===== src/rtl/tinyalu_pkg.sv =====
`default_nettype none
// ============================================================================
// Module   : tinyalu_pkg
// Purpose  : Opcode and FSM encodings shared by the TinyALU core and its bench.
//            Optional feature macro: TINYALU_SUB_EN (op 5 = subtract).
// Revision : 1.0 - initial release
// ============================================================================
package tinyalu_pkg;

  localparam int RESULT_W = 16;

  typedef enum logic [2:0] {
    NO_OP     = 3'd0,
    ADD_OP    = 3'd1,
    AND_OP    = 3'd2,
    XOR_OP    = 3'd3,
    MUL_OP    = 3'd4,
    SUB_OP    = 3'd5,
    UNUSED_OP = 3'd6,
    RST_OP    = 3'd7
  } operation_t;

  typedef enum logic [1:0] {
    IDLE = 2'd0,
    EXEC = 2'd1,
    MUL  = 2'd2,
    DONE = 2'd3
  } alu_state_t;

endpackage
`default_nettype wire


===== src/rtl/tinyalu_if.sv =====
`default_nettype none
// ============================================================================
// Module   : tinyalu_if
// Purpose  : A/B/op/start -> done/result command bus between BFM and core.
// Revision : 1.0 - initial release
// ============================================================================
interface tinyalu_if #(
  parameter int DATA_W = 8
);
  logic [DATA_W-1:0]   A;
  logic [DATA_W-1:0]   B;
  logic [2:0]          op;
  logic                start;
  logic                done;
  logic [2*DATA_W-1:0] result;

  modport master (output A, B, op, start, input done, result);
  modport slave  (input A, B, op, start, output done, result);
endinterface
`default_nettype wire


===== src/rtl/tinyalu_mult_pipe.sv =====
`default_nettype none
// ============================================================================
// Module   : tinyalu_mult_pipe
// Purpose  : Fixed-depth unsigned multiplier with a valid bit riding alongside.
// Revision : 1.0 - initial release
// ============================================================================
module tinyalu_mult_pipe #(
  parameter int DATA_W     = 8,
  parameter int MUL_STAGES = 3
) (
  input  wire logic                clk,
  input  wire logic                reset_n,
  input  wire logic                valid_in,
  input  wire logic [DATA_W-1:0]   a,
  input  wire logic [DATA_W-1:0]   b,
  output logic                     valid_out,
  output logic [2*DATA_W-1:0]      product
);

  localparam int c_prod_w = 2 * DATA_W;

  logic                r_valid [MUL_STAGES];
  logic [c_prod_w-1:0] r_prod  [MUL_STAGES];

  for (genvar i = 0; i < MUL_STAGES; i++) begin : g_stage
    if (i == 0) begin : g_first
      always_ff @(posedge clk or negedge reset_n) begin
        if (!reset_n) begin
          r_valid[0] <= 1'b0;
          r_prod[0]  <= '0;
        end else begin
          r_valid[0] <= valid_in;
          if (valid_in) begin
            r_prod[0] <= c_prod_w'(a) * c_prod_w'(b);
          end
        end
      end
    end else begin : g_rest
      always_ff @(posedge clk or negedge reset_n) begin
        if (!reset_n) begin
          r_valid[i] <= 1'b0;
          r_prod[i]  <= '0;
        end else begin
          r_valid[i] <= r_valid[i-1];
          r_prod[i]  <= r_prod[i-1];
        end
      end
    end
  end

  assign valid_out = r_valid[MUL_STAGES-1];
  assign product   = r_prod[MUL_STAGES-1];

endmodule
`default_nettype wire


===== src/rtl/tinyalu_core.sv =====
`default_nettype none
// ============================================================================
// Module   : tinyalu_core
// Purpose  : TinyALU datapath: command FSM, single-cycle logic ops, pipelined
//            multiply, held result register. Macro TINYALU_SUB_EN enables op 5.
// Revision : 1.0 - initial release
// ============================================================================
module tinyalu_core
  import tinyalu_pkg::*;
#(
  parameter int DATA_W     = 8,
  parameter int MUL_STAGES = 3
) (
  input  wire logic  clk,
  input  wire logic  reset_n,
  tinyalu_if.slave   bus
);

  localparam int c_res_w = 2 * DATA_W;

  alu_state_t          r_state;
  alu_state_t          w_state_next;
  logic [DATA_W-1:0]   r_a;
  logic [DATA_W-1:0]   r_b;
  operation_t          r_op;
  logic                r_done;
  logic [c_res_w-1:0]  r_result;

  logic                w_capture;
  logic                w_mul_start;
  logic                w_done_next;
  logic [c_res_w-1:0]  w_result_next;
  logic [c_res_w-1:0]  w_exec_result;
  logic                w_mul_valid;
  logic [c_res_w-1:0]  w_mul_product;

  // The pipe samples operands straight off the bus so the product lands
  // exactly MUL_STAGES edges after the capture edge.
  tinyalu_mult_pipe #(
    .DATA_W     (DATA_W),
    .MUL_STAGES (MUL_STAGES)
  ) u_mult_pipe (
    .clk       (clk),
    .reset_n   (reset_n),
    .valid_in  (w_mul_start),
    .a         (bus.A),
    .b         (bus.B),
    .valid_out (w_mul_valid),
    .product   (w_mul_product)
  );

  always_comb begin
    w_exec_result = '0;
    case (r_op)
      ADD_OP:  w_exec_result = c_res_w'(r_a) + c_res_w'(r_b);
      AND_OP:  w_exec_result = c_res_w'(r_a & r_b);
      XOR_OP:  w_exec_result = c_res_w'(r_a ^ r_b);
`ifdef TINYALU_SUB_EN
      SUB_OP:  w_exec_result = c_res_w'(r_a) - c_res_w'(r_b);
`endif
      default: w_exec_result = '0;
    endcase
  end

  always_comb begin
    w_state_next  = r_state;
    w_done_next   = 1'b0;
    w_result_next = r_result;
    w_capture     = 1'b0;
    w_mul_start   = 1'b0;
    case (r_state)
      IDLE: begin
        if (bus.start) begin
          w_capture = 1'b1;
          case (operation_t'(bus.op))
            ADD_OP, AND_OP, XOR_OP: w_state_next = EXEC;
`ifdef TINYALU_SUB_EN
            SUB_OP:                 w_state_next = EXEC;
`endif
            MUL_OP: begin
              w_mul_start  = 1'b1;
              w_state_next = MUL;
            end
            default:                w_state_next = IDLE;
          endcase
        end
      end
      EXEC: begin
        w_result_next = w_exec_result;
        w_done_next   = 1'b1;
        w_state_next  = DONE;
      end
      MUL: begin
        if (w_mul_valid) begin
          w_result_next = w_mul_product;
          w_done_next   = 1'b1;
          w_state_next  = DONE;
        end
      end
      // start is deliberately ignored here to force an idle cycle between commands
      DONE:    w_state_next = IDLE;
      default: w_state_next = IDLE;
    endcase
  end

  always_ff @(posedge clk or negedge reset_n) begin
    if (!reset_n) begin
      r_state  <= IDLE;
      r_done   <= 1'b0;
      r_result <= '0;
      r_a      <= '0;
      r_b      <= '0;
      r_op     <= NO_OP;
    end else begin
      r_state  <= w_state_next;
      r_done   <= w_done_next;
      r_result <= w_result_next;
      if (w_capture) begin
        r_a  <= bus.A;
        r_b  <= bus.B;
        r_op <= operation_t'(bus.op);
      end
    end
  end

  assign bus.done   = r_done;
  assign bus.result = r_result;

endmodule
`default_nettype wire


===== src/flat_wrapper.sv =====
// flat-port wrapper written by rule: the top's interface ports become plain ports
module tinyalu_core_flat import tinyalu_pkg::*;
#(
  parameter int DATA_W     = 8,
  parameter int MUL_STAGES = 3
)
  (clk, reset_n, bus_A, bus_B, bus_op, bus_start, bus_done, bus_result);
  tinyalu_if #(.DATA_W(DATA_W)) bus_i ();
  input  wire logic clk;
  input  wire logic reset_n;
  input wire logic [$bits(bus_i.A)-1:0] bus_A;
  input wire logic [$bits(bus_i.B)-1:0] bus_B;
  input wire logic [$bits(bus_i.op)-1:0] bus_op;
  input wire logic [$bits(bus_i.start)-1:0] bus_start;
  output wire logic [$bits(bus_i.done)-1:0] bus_done;
  output wire logic [$bits(bus_i.result)-1:0] bus_result;
  assign bus_i.A = bus_A;
  assign bus_i.B = bus_B;
  assign bus_i.op = bus_op;
  assign bus_i.start = bus_start;
  assign bus_done = bus_i.done;
  assign bus_result = bus_i.result;
  tinyalu_core #(.DATA_W(DATA_W), .MUL_STAGES(MUL_STAGES)) u_core (.clk(clk), .reset_n(reset_n), .bus(bus_i));
endmodule

===== config.mk =====
export PLATFORM = sky130hd
export DESIGN_NAME = tinyalu_core_flat
export DESIGN_NICKNAME = d
export VERILOG_FILES = /design/src/rtl/tinyalu_pkg.sv /design/src/rtl/tinyalu_if.sv /design/src/rtl/tinyalu_mult_pipe.sv /design/src/rtl/tinyalu_core.sv /design/src/flat_wrapper.sv
export SDC_FILE = /design/constraint.sdc
export NUM_CORES = 1
export LEC_CHECK = 0
export ABC_AREA = 1
export CAP_MARGIN = 20
export CELL_PAD_IN_SITES_DETAIL_PLACEMENT = 1
export CELL_PAD_IN_SITES_GLOBAL_PLACEMENT = 1
export CORE_AREA = 8 8 129 131
export DETAILED_ROUTE_END_ITERATION = 8
export DIE_AREA = 0 0 137 139
export GPL_TIMING_DRIVEN = 0
export HOLD_SLACK_MARGIN = 0.12
export PLACE_DENSITY = 0.75
export SETUP_SLACK_MARGIN = 0.4
export SLEW_MARGIN = 30
export SYNTH_ARGS = -nofsm -noshare
export SYNTH_HDL_FRONTEND = slang
export SYNTH_SLANG_ARGS = --single-unit
export TNS_END_PERCENT = 50

===== constraint.sdc =====
create_clock -name clk -period 1.7 [get_ports clk]
set_input_delay 0.34 -clock clk [delete_from_list [all_inputs] [get_ports clk]]
set_output_delay 0.34 -clock clk [all_outputs]
set_load 0.05 [all_outputs]

==> results.txt, run 1 <==
----------------------------------------------------
[Global routing]
  Number of antenna violations at the first check in global routing ... 0
  Largest net degree at the start of global routing ... 69
  Total routing usage reported by global routing ... 19.3%
  Vias in the first global route ... 5692
  First-pass GRT wire length ... 29000 um
  Leftover overflow at the end of global routing ... 0

[Synthesis]
  Number of distinct library cell variants in the gate-level netlist after synthesis ... 40
  Area fraction in compound gates after synthesis ... 6.82%
  Syn avg cell area ... 8.37 um^2
  Main combinational cell family by area after synthesis ... adder cells
  Synth Area in Adders ... 22.8%
  Number of synthesized flops with an enable pin ... 0
  Share of async-settable or async-resettable flops after synthesis ... 100%
  Cell types with the highest counts after synthesis ... 220 x sky130_fd_sc_hd__nand2_1, 134 x sky130_fd_sc_hd__inv_1, 89 x sky130_fd_sc_hd__dfrtp_1
  Share of synthesized cell area in and, or, nand and nor gates ... 20.9%
  Synthesized flop and latch total ... 89
  Gate count of the mapped netlist ... 704
  Yosys warning count ... 0
  Leading cell type by number of instances after synthesis ... sky130_fd_sc_hd__nand2_1
  Most frequently used flop master after synthesis ... sky130_fd_sc_hd__dfrtp_1
  Summed instance area of the synthesized netlist ... 0.00589 mm^2
  Top cell type by total area after synthesis ... sky130_fd_sc_hd__dfrtp_1
  Sequential area share after synthesis ... 37.8%
  Synth area leaders ... sky130_fd_sc_hd__dfrtp_1 38%, sky130_fd_sc_hd__nand2_1 14%, sky130_fd_sc_hd__fa_1 13%
  Xor/xnor share of the synthesized area ... 0.743%
  Synthesized netlist net count ... 811
  Multiplexer share of the synthesized area ... 0%
  Fraction of synthesized cell area taken by the top area cell type ... 37.8%

[Floorplanning]
  Row count ... 45
  Number of primary I/O pins ... 39
  Core region area ... 0.0148 mm^2
  Full die area ... 0.0190 mm^2
  DIE HEIGHT ... 139 um
  Initial Util ... 39.9%
  Width of the die ... 137 um

[Critical path]
  Setup crit end kind ... flop
  Kind of launch point of the worst setup path ... input pin
  Maximum fanout along the worst path ... 9
  Critical-path cell list ... buf_8, nand2_1, fa_1, inv_1, fa_1, fa_1, ha_1, ha_4, nand2_1, nor3_2, nand2_1, nand3_2, nor2_2, nor2_1, nand2_1, nand2_1
  Slowest library cell on the worst path ... sky130_fd_sc_hd__fa_1
  Largest stage delay on the critical path ... 0.54 ns
  Critical Path Most Common Cell ... sky130_fd_sc_hd__nand2_1
  Arrival time reported for the critical path endpoint ... 3.84 ns
  Critical path type ... in2reg
  Reg2Reg Setup Slack ... -0.12 ns
  Worst endpoint required time ... 1.98 ns

[Outcome]
  Status ... complete, but fails checks
  Violated checks ... setup timing

[Drt]
  1st-iter DRT viols ... 279
  Detailed-router iteration count before antenna repair ... 4
  Vias per inst ... 5.30
  Detailed-route via count ... 5249
  Residual DRC ... 0
  Antenna Nets Post-Route ... 0
  Routed length per instance ... 22.4 um
  Drt total wl ... 22200 um

[Power]
  Power density normalized to cell area ... 1800 mW/mm^2
  P_sw ... 7.37 mW
  Switching share of power ... 47.1%
  Leakage ... 4.60 nW
  Relative contribution of sequential cells to total power ... 23.4%
  Power share of the combinational group ... 63.8%
  Part of the total power dissipated in the clock network ... 12.8%
  P_int ... 8.27 mW
  Worst voltage drop across the vdd grid ... 0.000650 V

[Finish]
  Nets@finish ... 905
  Area used by sequential logic in the layout ... 0.00223 mm^2
  Area grow syn2layout ... 47.6%
  Number of inserted filler cells in the final layout ... 1610
  Fraction of final layout cells sized beyond drive strength 1 ... 44.3%
  Inserted Diodes ... 0
  Post-layout utilization of the core ... 58.9%
  Area taken by multi-input logic gates ... 0.00404 mm^2

[Timing]
  Max transition margin ... 69.5%
  Largest clock skew in the final design ... 0.00993 ns
  Period utilization ... 209%
  Smallest setup slack after layout ... -1.85 ns
  Final critical-path required period ... 3.55 ns
  Setup-failing EPs final ... 17
  RSZ-0062 raised after global routing ... true
  Maximum clock frequency ... 282 MHz
  Final Max Tran Viols ... 0
  Worst-margin pin slew ... 0.456 ns
  Aggregate negative setup slack ... -19.93 ns
  Number of hold violations in the final report ... 0

[CTS]
  CTS root buf ... sky130_fd_sc_hd__clkbuf_16
  CTS tree ... yes
  Clk_lat worst skew ... 0.35 ns
  Deepest level of the CTS H-tree ... 3
  Register clock-pin slew on the reported worst setup and hold paths ... 0.07 ns
  Clk sinks ... 89
  Buffer depth of the longest clock path ... 2
  Clock buffers created by TritonCTS ... 9

[Placed design]
  HPWL after detailed placement ... 11400 um
  GP Congestion ... 0.849
  Port bufs ... 22

[Min path]
  Worst Hold Class ... in2reg

[Run]
  Max-cap violations ... 0

----------------------------------------------------
## registers in the layout, indices dropped and copies added, names as in the netlist
name                          cells
u_core.u_mult_pipe.r_prod        32
u_core.r_op                       3
u_core.bus.done                   1
u_core.r_b                        8
u_core.u_mult_pipe.valid_out      1
u_core.u_mult_pipe.r_valid        2
u_core.r_a                        8
u_core.bus.result                16
u_core.u_mult_pipe.product       16
u_core.r_state                    2
## final timing paths
path | cells past startpoint | endpoint | start
setup / recovery | 16 | u_core.u_mult_pipe.r_prod[47] | bus_A[4]
hold / removal | 3 | u_core.r_b[5] | bus_B[5]
setup reg to reg | 8 | u_core.bus.result[4] | u_core.r_a[0]
hold reg to reg | 0 | u_core.u_mult_pipe.product[5] | u_core.u_mult_pipe.r_prod[21]
max in group asynchronous | 3 | u_core.u_mult_pipe.r_prod[47] | reset_n
min in group asynchronous | 2 | u_core.r_op[2] | reset_n
## critical path, delay by kind of cell
family	cells	cell delay (ns)
buf+inv	2	0.19
simple gates	9	1.09
fa+ha+maj	5	2.21
## per-layer routing
layer	part of all wire (%)	GRT usage, %	vias up
met5	0	0	-
met2	54	34.3	174
met1	37	22.1	2663
met3	3.7	2.79	85
met4	5.5	8.87	0
li1	-	-	2327
## logic make-up after synthesis
| family | Yosys count |
|---|---|
| AO/OA/AOI/OAI | 64 |
| buffers and inverters | 164 |
| XOR/XNOR | 5 |
| AND/OR/NAND/NOR | 297 |
| adder cells (fa/ha/maj) | 85 |
| flip-flops | 89 |
## cell usage in the layout, fill, tap and decap left out, types with 3 or more instances in the layout
master	n
sky130_fd_sc_hd__nand2_1	117
sky130_fd_sc_hd__a31oi_1	3
sky130_fd_sc_hd__nor2_4	7
sky130_fd_sc_hd__inv_1	105
sky130_fd_sc_hd__ha_4	19
sky130_fd_sc_hd__buf_12	6
sky130_fd_sc_hd__ha_1	27
sky130_fd_sc_hd__nand3_1	22
sky130_fd_sc_hd__clkbuf_16	24
sky130_fd_sc_hd__buf_6	19
sky130_fd_sc_hd__inv_2	30
sky130_fd_sc_hd__fa_2	5
sky130_fd_sc_hd__a21oi_2	17
sky130_fd_sc_hd__buf_4	46
sky130_fd_sc_hd__buf_16	3
sky130_fd_sc_hd__a21oi_1	10
sky130_fd_sc_hd__nand2_4	33
sky130_fd_sc_hd__nor2_1	17
sky130_fd_sc_hd__o21ai_1	3
sky130_fd_sc_hd__clkdlybuf4s50_1	4
sky130_fd_sc_hd__nand2_2	73
sky130_fd_sc_hd__dfrtp_1	86
sky130_fd_sc_hd__a22oi_1	7
sky130_fd_sc_hd__clkbuf_4	3
sky130_fd_sc_hd__dfrtp_2	3
sky130_fd_sc_hd__fa_1	32
sky130_fd_sc_hd__inv_6	3
sky130_fd_sc_hd__nand3_2	12
sky130_fd_sc_hd__o21ai_2	8
sky130_fd_sc_hd__inv_8	3
sky130_fd_sc_hd__a21oi_4	6
sky130_fd_sc_hd__nor2_2	4
sky130_fd_sc_hd__buf_8	6
## timing repair
item,4_1_cts,5_1_grt
gates resized for setup,226,187
cloned,3,2
buffers inserted,32,22
hold endpoints to repair,21,0
pin swaps,54,50
hold buffers,1,0
setup endpoints to repair,71,67
## power by group through the flow
| stage | Clock (mW) | Sequential (mW) | Combinational (mW) |
|---|---|---|---|
| 3_3_place_gp | 0 | 3.41 | 5.66 |
| 6_report | 2.00 | 3.66 | 9.98 |
| 3_5_place_dp | 0 | 3.45 | 5.88 |
| 4_1_cts | 1.96 | 3.51 | 7.39 |
| 2_1_floorplan | 0 | 3.76 | 3.93 |
| 5_1_grt | 2.10 | 3.72 | 10.6 |
## through the flow
step | instance area (um^2) | power (mW) | setup WS, ns | cells | hold slack [ns]
3_3_place_gp | 6690 | 9.07 | -2.76 | 914 | 0.335
5_1_grt | 8690 | 16.4 | -1.98 | 991 | 0.242
2_1_floorplan | 6230 | 7.68 | -1.85 | 704 | 0.0444
3_5_place_dp | 6720 | 9.34 | -2.15 | 915 | 0.209
6_report | 8690 | 15.6 | -1.85 | 991 | 0.238
4_1_cts | 7830 | 12.9 | -1.69 | 967 | 0.258
## area by class of cell
class / instances / area share, %
tap: 188 / 2.71
timing repair inverter: 1 / 0.0432
sequential: 89 / 25.7
multi-input combinational: 451 / 46.5
clock inverter: 7 / 0.820
timing repair buffer: 82 / 9.60
buffer: 25 / 5.78
inverter: 139 / 6.35
clock buffer: 9 / 2.59
Note: power is estimated with default switching activity, not from simulation.
==> run 2: changes to the inputs <==
- MAX_ROUTING_LAYER: not set -> met4
==> results.txt, run 2 (same netlist as run 1, synthesis figures left out) <==
----------------------------------------------------
[Outcome]
  Status ... complete, but fails checks
  Violated checks ... setup timing

[Finish]
  Inserted Diodes ... 0 (unchanged)
  Post-layout utilization of the core ... 59.7% (+0.80 points)
  Number of inserted filler cells in the final layout ... 1598 (-0.75%)
  Register name with the most flops ... u_core.u_mult_pipe.r_prod
  Fraction of final layout cells sized beyond drive strength 1 ... 46.6% (+2.3 points)
  Number of flip-flops in the largest register ... 32 (unchanged)
  Area grow syn2layout ... 49.6%
  Leading cell type in the layout, fill and taps excluded ... sky130_fd_sc_hd__nand2_1
  Nets@finish ... 915 (+1.1%)
  Commonest cells after routing, fill and taps aside ... 119 x sky130_fd_sc_hd__nand2_1, 100 x sky130_fd_sc_hd__inv_1, 87 x sky130_fd_sc_hd__dfrtp_1, 69 x sky130_fd_sc_hd__nand2_2, 55 x sky130_fd_sc_hd__buf_4

[Timing]
  Max transition margin ... 66.5% (-3.0 points)
  RSZ-0062 raised after global routing ... true
  Final Max Tran Viols ... 0 (unchanged)
  Period utilization ... 214% (+5.0 points)
  Final critical-path required period ... 3.64 ns (+0.0847 ns)
  Maximum clock frequency ... 275 MHz (-2.3%)
  Smallest setup slack after layout ... -1.94 ns (-0.0847 ns)
  Number of hold violations in the final report ... 0 (unchanged)
  Setup-failing EPs final ... 19 (+2)
  Largest clock skew in the final design ... 0.00831 ns (-0.00162 ns)
  Worst-margin pin slew ... 0.500 ns (+0.0447 ns)

[Global routing]
  Leftover overflow at the end of global routing ... 0 (unchanged)
  Number of antenna violations at the first check in global routing ... 0 (unchanged)
  Total routing usage reported by global routing ... 20.3% (+1.0 points)
  First-pass GRT wire length ... 29400 um (+1.3%)
  Vias in the first global route ... 5642 (-0.88%)
  Largest net degree at the start of global routing ... 66 (-4.3%)

[Power]
  Power density normalized to cell area ... 1780 mW/mm^2 (-0.79%)
  Final Power ... 15.7 mW (+0.56%)
  Leakage ... 4.60 nW (about the same)
  Worst voltage drop across the vdd grid ... 0.000628 V (-3.4%)

[Drt]
  Vias per inst ... 5.21 (-1.5%)
  Detailed-router iteration count before antenna repair ... 4 (unchanged)
  Drt total wl ... 22100 um (-0.35%)
  Residual DRC ... 0 (unchanged)
  1st-iter DRT viols ... 430 (+54%)
  Detailed-route via count ... 5220 (-0.55%)
  Routed length per instance ... 22.1 um (-1.3%)
  Antenna Nets Post-Route ... 0 (unchanged)

[Floorplanning]
  Number of primary I/O pins ... 39 (unchanged)
  Row count ... 45 (unchanged)
  Core region area ... 0.0148 mm^2 (unchanged)
  Full die area ... 0.0190 mm^2 (unchanged)
  DIE HEIGHT ... 139 um (unchanged)
  Initial Util ... 39.9% (unchanged)
  Width of the die ... 137 um (unchanged)

[Placed design]
  Port bufs ... 22 (unchanged)
  HPWL after detailed placement ... 11400 um (-0.29%)
  GP Congestion ... 0.859 (+1.3%)

[Critical path]
  Worst endpoint required time ... 1.94 ns (-0.04 ns)
  Maximum fanout along the worst path ... 6 (-3)
  Kind of launch point of the worst setup path ... input pin
  Arrival time reported for the critical path endpoint ... 3.88 ns (+0.04 ns)
  Setup crit end kind ... flop
  Critical path type ... in2reg

[Run]
  Max-cap violations ... 0 (unchanged)

[CTS]
  Register clock-pin slew on the reported worst setup and hold paths ... 0.08 ns (about the same)
  Clk_lat worst skew ... 0.36 ns (about the same)
  CTS tree ... yes
  Clk sinks ... 89 (unchanged)
  Clock buffers created by TritonCTS ... 9 (unchanged)
  Deepest level of the CTS H-tree ... 3 (unchanged)
  Buffer depth of the longest clock path ... 2 (unchanged)
  CTS root buf ... sky130_fd_sc_hd__clkbuf_16

[Min path]
  Worst Hold Class ... in2reg

----------------------------------------------------
==> run 2: metal layers <==
metal	share of wire, %	routed length (um)	GRT usage, %	up-vias
met1	38	8330	22.9	2686
li1	-	-	-	2348
met2	56	12300	35.6	128
met5	0	0	-	-
met4	3.8	839	7.38	0
met3	2.9	643	2.79	58
==> run 2: final timing paths <==
check	start	endpoint	slack, ns	cells past startpoint
hold / removal	bus_B[6]	u_core.r_b[6]	0.24	3
setup / recovery	bus_B[7]	u_core.u_mult_pipe.r_prod[43]	-1.94	18
setup reg to reg	u_core.r_a[0]	u_core.bus.result[6]	-0.09	9
hold reg to reg	u_core.u_mult_pipe.r_prod[20]	u_core.u_mult_pipe.product[4]	0.35	0
min in group asynchronous	reset_n	u_core.bus.result[2]	0.42	2
max in group asynchronous	reset_n	u_core.u_mult_pipe.r_prod[21]	0.67	3
==> run 2: repair_timing <==
action,4_1_cts,5_1_grt
hold buffers,1,0
endpoints found under the setup margin,71,64
cloned,2,1
setup buffers,35,31
resized for setup,231,199
endpoints found under the hold margin,24,0
pin swaps,58,111
==> run 2: power breakdown <==
part | switching (mW) | internal (mW)
clock | 1.00 | 1.18
combinational | 5.69 | 4.17
sequential | 0.710 | 2.98
==> run 2: cell type report <==
class                           count  area [um^2]  area share [%]
Buffer                             25          443            5.03
Tap cell                          188          235            2.67
Sequential cell                    89         2230            25.3
Multi-Input combinational cell    451         4110            46.6
Clock buffer                        9          225            2.56
Clock inverter                      7         83.8           0.951
Timing Repair Buffer               93          926            10.5
Inverter                          139          559            6.35
==> run 2: critical path: stages <==
cell,delay (ns)
sky130_fd_sc_hd__clkbuf_16,0.13
sky130_fd_sc_hd__buf_4,0.15
sky130_fd_sc_hd__nand2_4,0.05
sky130_fd_sc_hd__fa_1,0.43
sky130_fd_sc_hd__fa_1,0.50
sky130_fd_sc_hd__inv_1,0.05
sky130_fd_sc_hd__fa_1,0.49
sky130_fd_sc_hd__inv_1,0.06
sky130_fd_sc_hd__fa_1,0.51
sky130_fd_sc_hd__inv_2,0.06
sky130_fd_sc_hd__ha_4,0.34
sky130_fd_sc_hd__nand2_4,0.11
sky130_fd_sc_hd__nor2_4,0.12
sky130_fd_sc_hd__buf_4,0.12
sky130_fd_sc_hd__nand2_1,0.08
sky130_fd_sc_hd__nand3_2,0.08
sky130_fd_sc_hd__nand2_1,0.06
sky130_fd_sc_hd__o22a_1,0.19
==> run 2: metrics by stage <==
step	cell area [um^2]	TNS [ns]	hold slack (ns)	setup slack, ns	instances
3_3_place_gp	6690	-265.09	0.335	-2.72	914
5_1_grt	8810	-22.04	0.252	-2.02	1001
2_1_floorplan	6230	-19.89	0.0444	-1.85	704
4_1_cts	7870	-19.23	0.253	-1.87	969
3_5_place_dp	6720	-25.70	0.219	-2.26	915
6_report	8810	-20.80	0.244	-1.94	1001
